**config.mk**
```make
export PLATFORM = sky130hd
export DESIGN_NAME = gpr_file_p_flat
export DESIGN_NICKNAME = d
export VERILOG_FILES = /design/src/rtl/gpr_file_p_if.sv /design/src/rtl/gpr_file_p.sv /design/src/flat_wrapper.sv
export SDC_FILE = /design/constraint.sdc
export NUM_CORES = 1
export LEC_CHECK = 0
export CORE_UTILIZATION = 25
export CTS_CLUSTER_DIAMETER = 200
export DETAILED_ROUTE_END_ITERATION = 7
export GPL_ROUTABILITY_DRIVEN = 1
export GPL_TIMING_DRIVEN = 0
export PLACE_DENSITY = 0.49
export SLEW_MARGIN = 0
export SYNTH_ARGS = -nofsm -noshare
export SYNTH_HDL_FRONTEND = slang
export SYNTH_SLANG_ARGS = --single-unit
```
**constraint.sdc**
```tcl
create_clock -name clk -period 5.85 [get_ports clk]
set_clock_uncertainty 0.2 [all_clocks]
set_input_delay 0.8775 -clock clk [delete_from_list [all_inputs] [get_ports clk]]
set_output_delay 0.8775 -clock clk [all_outputs]
set_load 0.01 [all_outputs]
```
**src/rtl/gpr_file_p_if.sv**
```systemverilog
// Bus bundle for gpr_file_p: two read ports, one write port, clear request and status.
// The master drives addresses and writes; the slave (register file) returns data and status.
interface gpr_file_p_if #(
  parameter int DATA_W = 32,
  parameter int ADDR_W = 5
);
  logic [ADDR_W-1:0] R_Addr_A;
  logic [ADDR_W-1:0] R_Addr_B;
  logic [DATA_W-1:0] R_Data_A;
  logic [DATA_W-1:0] R_Data_B;
  logic              Write_Reg;
  logic [ADDR_W-1:0] W_Addr;
  logic [DATA_W-1:0] W_Data;
  logic              Clr_Req;
  logic              Busy;
  logic              Wr_Drop;

  modport master (
    output R_Addr_A, R_Addr_B, Write_Reg, W_Addr, W_Data, Clr_Req,
    input  R_Data_A, R_Data_B, Busy, Wr_Drop
  );

  modport slave (
    input  R_Addr_A, R_Addr_B, Write_Reg, W_Addr, W_Data, Clr_Req,
    output R_Data_A, R_Data_B, Busy, Wr_Drop
  );
endinterface

```
**src/rtl/gpr_file_p.sv**
```systemverilog
// Parametrised GPR file with optional zero register, write-to-read bypass and a
// one-entry-per-cycle clear engine so the array can map onto RAM primitives.
module gpr_file_p #(
  parameter int DATA_W   = 32,
  parameter int ADDR_W   = 5,
  parameter int ZERO_REG = 1,
  parameter int BYPASS   = 1
) (
  input logic         clk,
  input logic         rst,
  gpr_file_p_if.slave bus
);
  localparam int DEPTH = 2 ** ADDR_W;

  typedef enum logic {CLEAR, IDLE} state_t;

  state_t            state;
  logic [ADDR_W-1:0] clr_cnt;
  logic              wr_drop;
  logic [DATA_W-1:0] regs [DEPTH];

  logic              mem_we;
  logic [ADDR_W-1:0] mem_addr;
  logic [DATA_W-1:0] mem_data;

  always_ff @(posedge clk) begin
    if (!rst) begin
      state   <= CLEAR;
      clr_cnt <= '0;
      wr_drop <= 1'b0;
    end else begin
      case (state)
        CLEAR: begin
          clr_cnt <= clr_cnt + 1'b1;
          wr_drop <= bus.Write_Reg;
          if (clr_cnt == {ADDR_W{1'b1}}) state <= IDLE;
        end
        IDLE: begin
          wr_drop <= 1'b0;
          if (bus.Clr_Req) begin
            state   <= CLEAR;
            clr_cnt <= '0;
          end
        end
        default: state <= CLEAR;
      endcase
    end
  end

  // Single array write port shared by the clear engine and the normal write path.
  always_comb begin
    mem_we   = 1'b0;
    mem_addr = bus.W_Addr;
    mem_data = bus.W_Data;
    if (rst) begin
      if (state == CLEAR) begin
        mem_we   = 1'b1;
        mem_addr = clr_cnt;
        mem_data = '0;
      end else if (bus.Write_Reg && !(ZERO_REG != 0 && bus.W_Addr == '0)) begin
        mem_we = 1'b1;
      end
    end
  end

  always_ff @(posedge clk) begin
    if (mem_we) regs[mem_addr] <= mem_data;
  end

  function automatic logic [DATA_W-1:0] read_sel(
    input logic [ADDR_W-1:0] addr,
    input logic [DATA_W-1:0] stored,
    input logic              busy,
    input logic              we,
    input logic [ADDR_W-1:0] waddr,
    input logic [DATA_W-1:0] wdata
  );
    if (busy)                                  return '0;
    if (ZERO_REG != 0 && addr == '0)           return '0;
    if (BYPASS != 0 && we && waddr == addr)    return wdata;
    return stored;
  endfunction

  assign bus.Busy     = (state == CLEAR);
  assign bus.Wr_Drop  = wr_drop;
  assign bus.R_Data_A = read_sel(bus.R_Addr_A, regs[bus.R_Addr_A], bus.Busy,
                                 bus.Write_Reg, bus.W_Addr, bus.W_Data);
  assign bus.R_Data_B = read_sel(bus.R_Addr_B, regs[bus.R_Addr_B], bus.Busy,
                                 bus.Write_Reg, bus.W_Addr, bus.W_Data);
endmodule

```
**src/flat_wrapper.sv**
```systemverilog
// flat-port wrapper written by rule: the top's interface ports become plain ports
module gpr_file_p_flat 
#(
  parameter int DATA_W   = 32,
  parameter int ADDR_W   = 5,
  parameter int ZERO_REG = 1,
  parameter int BYPASS   = 1
)
  (clk, rst, bus_R_Addr_A, bus_R_Addr_B, bus_Write_Reg, bus_W_Addr, bus_W_Data, bus_Clr_Req, bus_R_Data_A, bus_R_Data_B, bus_Busy, bus_Wr_Drop);
  gpr_file_p_if #(.DATA_W(DATA_W), .ADDR_W(ADDR_W)) bus_i ();
  input logic clk;
  input logic rst;
  input wire logic [$bits(bus_i.R_Addr_A)-1:0] bus_R_Addr_A;
  input wire logic [$bits(bus_i.R_Addr_B)-1:0] bus_R_Addr_B;
  input wire logic [$bits(bus_i.Write_Reg)-1:0] bus_Write_Reg;
  input wire logic [$bits(bus_i.W_Addr)-1:0] bus_W_Addr;
  input wire logic [$bits(bus_i.W_Data)-1:0] bus_W_Data;
  input wire logic [$bits(bus_i.Clr_Req)-1:0] bus_Clr_Req;
  output wire logic [$bits(bus_i.R_Data_A)-1:0] bus_R_Data_A;
  output wire logic [$bits(bus_i.R_Data_B)-1:0] bus_R_Data_B;
  output wire logic [$bits(bus_i.Busy)-1:0] bus_Busy;
  output wire logic [$bits(bus_i.Wr_Drop)-1:0] bus_Wr_Drop;
  assign bus_i.R_Addr_A = bus_R_Addr_A;
  assign bus_i.R_Addr_B = bus_R_Addr_B;
  assign bus_i.Write_Reg = bus_Write_Reg;
  assign bus_i.W_Addr = bus_W_Addr;
  assign bus_i.W_Data = bus_W_Data;
  assign bus_i.Clr_Req = bus_Clr_Req;
  assign bus_R_Data_A = bus_i.R_Data_A;
  assign bus_R_Data_B = bus_i.R_Data_B;
  assign bus_Busy = bus_i.Busy;
  assign bus_Wr_Drop = bus_i.Wr_Drop;
  gpr_file_p #(.DATA_W(DATA_W), .ADDR_W(ADDR_W), .ZERO_REG(ZERO_REG), .BYPASS(BYPASS)) u_core (.clk(clk), .rst(rst), .bus(bus_i));
endmodule
```
==> metrics <==
CTS Sinks between 1,000 and 1,500; critical path's top delay family buffers and inverters; leading area contributor after synthesis edfxtp_1; Synth cell types 43; slowest cell on the critical path clkdlybuf4s50_1; internal power between 10,000 and 15,000 uW; final period utilization 1.02; Period minus WS final 5.99 ns; antenna viol nets, final 0; syn avg cell area between 15 and 20 um^2; fillers between 15,000 and 20,000; crit-path max FO 10; grt ovf 0; status finished with violations; CP Launch Type input pin; setup total negative slack -0.629 ns; final setup margin -0.136 ns; PortBufs 108; Initial Util 0.252; CTS clk-pin slew, worst paths 0.07 ns; crit path DAT around 4.9 ns; num rows roughly 160; DRC Markers 0; initial antenna violation count 12; reg-to-reg critical path startpoint u_core.state; critical path endpoint bus_R_Data_A[31]; R2R Setup Slk ~2.1 ns; CP Capture Type output port; Crit path largest cell delay slightly above 0.7 ns; share of cells above drive strength 1 0.269; crit path cell chain clkdlybuf4s50_1, clkbuf_2, nor2_1, clkbuf_1, o21ai_0, a41oi_2, clkdlybuf4s50_1; final hold violation count 0; first-pass GRT wire length ~290 mm; Leak 0.0188 uW; Clock Latency Late Sink around 0.75 ns; fmax 167 MHz; Post-Place Cells 5,646; Max-slew headroom 0.0247; Yosys Warn Count 0; critical path depth 7; Worst-Margin Slew approximately 1.5 ns; RSZ-0062 raised after global routing no; Synth Register Bits 1,031; layout net count 3,183; Die Y-Extent roughly 450 um; reg2reg end u_core.regs[1][17]; power per cell area between 200 and 300 nW/um^2; Die X 446 um; Post-Syn Nets 2,913; top post-synthesis cells by area edfxtp_1 (63%), mux4_2 (15%), mux2i_1 (8.4%); Final Wtd Congestion 1.04; worst-case clock buffer depth 3; GRT Overall Usage 0.220; post-CTS setup buffers 0; post-synth top area share 0.625; WP data required 4.77 ns; maximum capacitance violations 0; Mapped Cells 2,860; maximum VDD drop 219 uV; Syn Std Cell Area 49,200 um^2; vias in the first global route about 31,000; Worst Path Buf+Inv 4; Max Slew Vio Count 0; final setup violation count 10; Root Buffer clkbuf_16; pin count of the biggest net entering global routing 33; H-Tree Depth 3; total number of vias roughly 32,000; TritonCTS Buffers approximately 110; clock network power share 0.407; violated checks negative setup slack; final core utilization 0.302; I/O Pins between 100 and 150; vias per inst about 5.4; switch share 0.258; CTS tree yes; Area Overhead vs Synth 19.8%; Setup CP Type in -> out; commonest non-fill, non-tap cell in the layout edfxtp_1; R2R depth 6; CP most frequent cell clkdlybuf4s50_1; worst setup path start bus_R_Addr_A[4]; Finished Layout Cells about 6,000; DRT Pass-1 Iters 8; core area a little under 200,000 um^2; Seq pwr share 0.483; DR WL/cell between 30 and 40 um; Hold Crit Class reg -> reg; most frequent cells in the layout edfxtp_1 (1,024), mux2i_1 (411), mux4_2 (320); Sw Pwr around 4400 uW; area of the die a little under 200,000 um^2; routed wire length 222 mm; register area share after synthesis 0.628; 1st-iter DRT viols around 4,300; Hold Buf Count CTS 0; DPL Wire Length around 160 mm; Setup WS pre-CTS -1.16 ns; Combinational Power Share 0.110
==> power groups by stage <==
stage          clock network (uW)  logic [uW]  registers (uW)
6_report                     6920        1860            8220
5_1_grt                      7250        1880            8220
4_1_cts                      6980        1810            8220
3_5_place_dp                    0        1770            8380
3_3_place_gp                    0        1710            8390
2_1_floorplan                   0         876            8370
==> synthesized netlist by cell type <==
cell / number
inv_1: 2
and2_1: 34
nor2_1: 43
a31oi_1: 64
clkbuf_1: 115
buf_6: 22
or3_1: 1
o211a_1: 6
a22oi_1: 62
a21boi_0: 1
nand3_1: 18
a41oi_1: 32
o22ai_1: 86
nor3_1: 2
nor4_1: 3
a211o_1: 7
and3_1: 2
dfxtp_1: 7
buf_2: 44
mux4_2: 320
mux2_2: 66
or2_1: 1
nor2b_1: 59
and2_0: 1
o31ai_1: 1
o21ai_0: 141
a22o_1: 26
ha_1: 2
buf_1: 18
nand3b_1: 3
o31a_1: 1
nand2_1: 75
a21oi_1: 10
edfxtp_1: 1024
xor2_1: 9
xnor2_1: 2
buf_4: 45
or2_2: 3
mux2i_1: 411
o311ai_0: 12
o211ai_1: 1
nand2b_1: 7
o221ai_1: 71
==> stage by stage <==
stage          power (uW)  cell area (um^2)  hold WS, ns
6_report            17000             58900        0.378
3_3_place_gp        10100             53600        0.371
5_1_grt             17300             58900        0.401
4_1_cts             17000             58900        0.383
2_1_floorplan        9240             49200        0.300
3_5_place_dp        10100             54900        0.374
==> worst min-delay path by stage <==
stage | start | endpoint | slack, ns | depth (start not counted)
4_1_cts | u_core.clr_cnt[0] | u_core.clr_cnt[0] | 0.38 | 2
5_1_grt | u_core.clr_cnt[0] | u_core.clr_cnt[0] | 0.40 | 2
2_1_floorplan | u_core.clr_cnt[2] | u_core.clr_cnt[2] | 0.30 | 2
3_3_place_gp | u_core.clr_cnt[2] | u_core.clr_cnt[2] | 0.37 | 2
6_report | u_core.clr_cnt[2] | u_core.clr_cnt[2] | 0.38 | 2
3_5_place_dp | u_core.clr_cnt[2] | u_core.clr_cnt[2] | 0.37 | 2
==> final cells by class <==
class | instances | area, um^2 | area share
clock inverters | 67 | 626 | 0.0106
multi-input cells | 1583 | 17700 | 0.301
plain buffers | 242 | 1380 | 0.0235
well taps | 2624 | 3280 | 0.0557
flip-flops and latches | 1031 | 30900 | 0.524
diodes | 7 | 17.5 | 0.000297
clock buffers | 133 | 2840 | 0.0482
repair buffers | 162 | 2150 | 0.0364
inverters | 2 | 7.51 | 0.000127
==> state kept, by name, indices dropped and copies added (netlist names) <==
| name | count |
|---|---|
| u_core.clr_cnt | 5 |
| u_core.bus.Wr_Drop | 1 |
| u_core.regs | 1024 |
| u_core.state | 1 |
==> per-layer routing <==
| metal | routed length, um | track usage |
|---|---|---|
| met2 | 98500 | 0.336 |
| met3 | 17100 | 0.0379 |
| met4 | 18100 | 0.153 |
| met1 | 88100 | 0.285 |
| met5 | 48 | 0 |
==> tightest hold or removal path, cell delays in order, from the launching register on <==
cell	delay [ns]
dfxtp_1	0.37
o21ai_0	0.09
a21boi_0	0.07
==> cells by family after synthesis <==
kind of cell,Yosys count,share of synthesized area
flops,1031,0.628
mux,797,0.245
compound gates,521,0.0721
simple gates,252,0.0256
buf+inv,246,0.0267
xor+xnor,11,0.00196
fa+ha+maj,2,0.000509
==> timing repair <==
action                     4_1_cts  5_1_grt
gates cloned                     0        0
resized for setup              118       15
setup endpoints to repair       62        8
pin swaps                        1        0
Note: power is estimated with default switching activity, not from simulation.
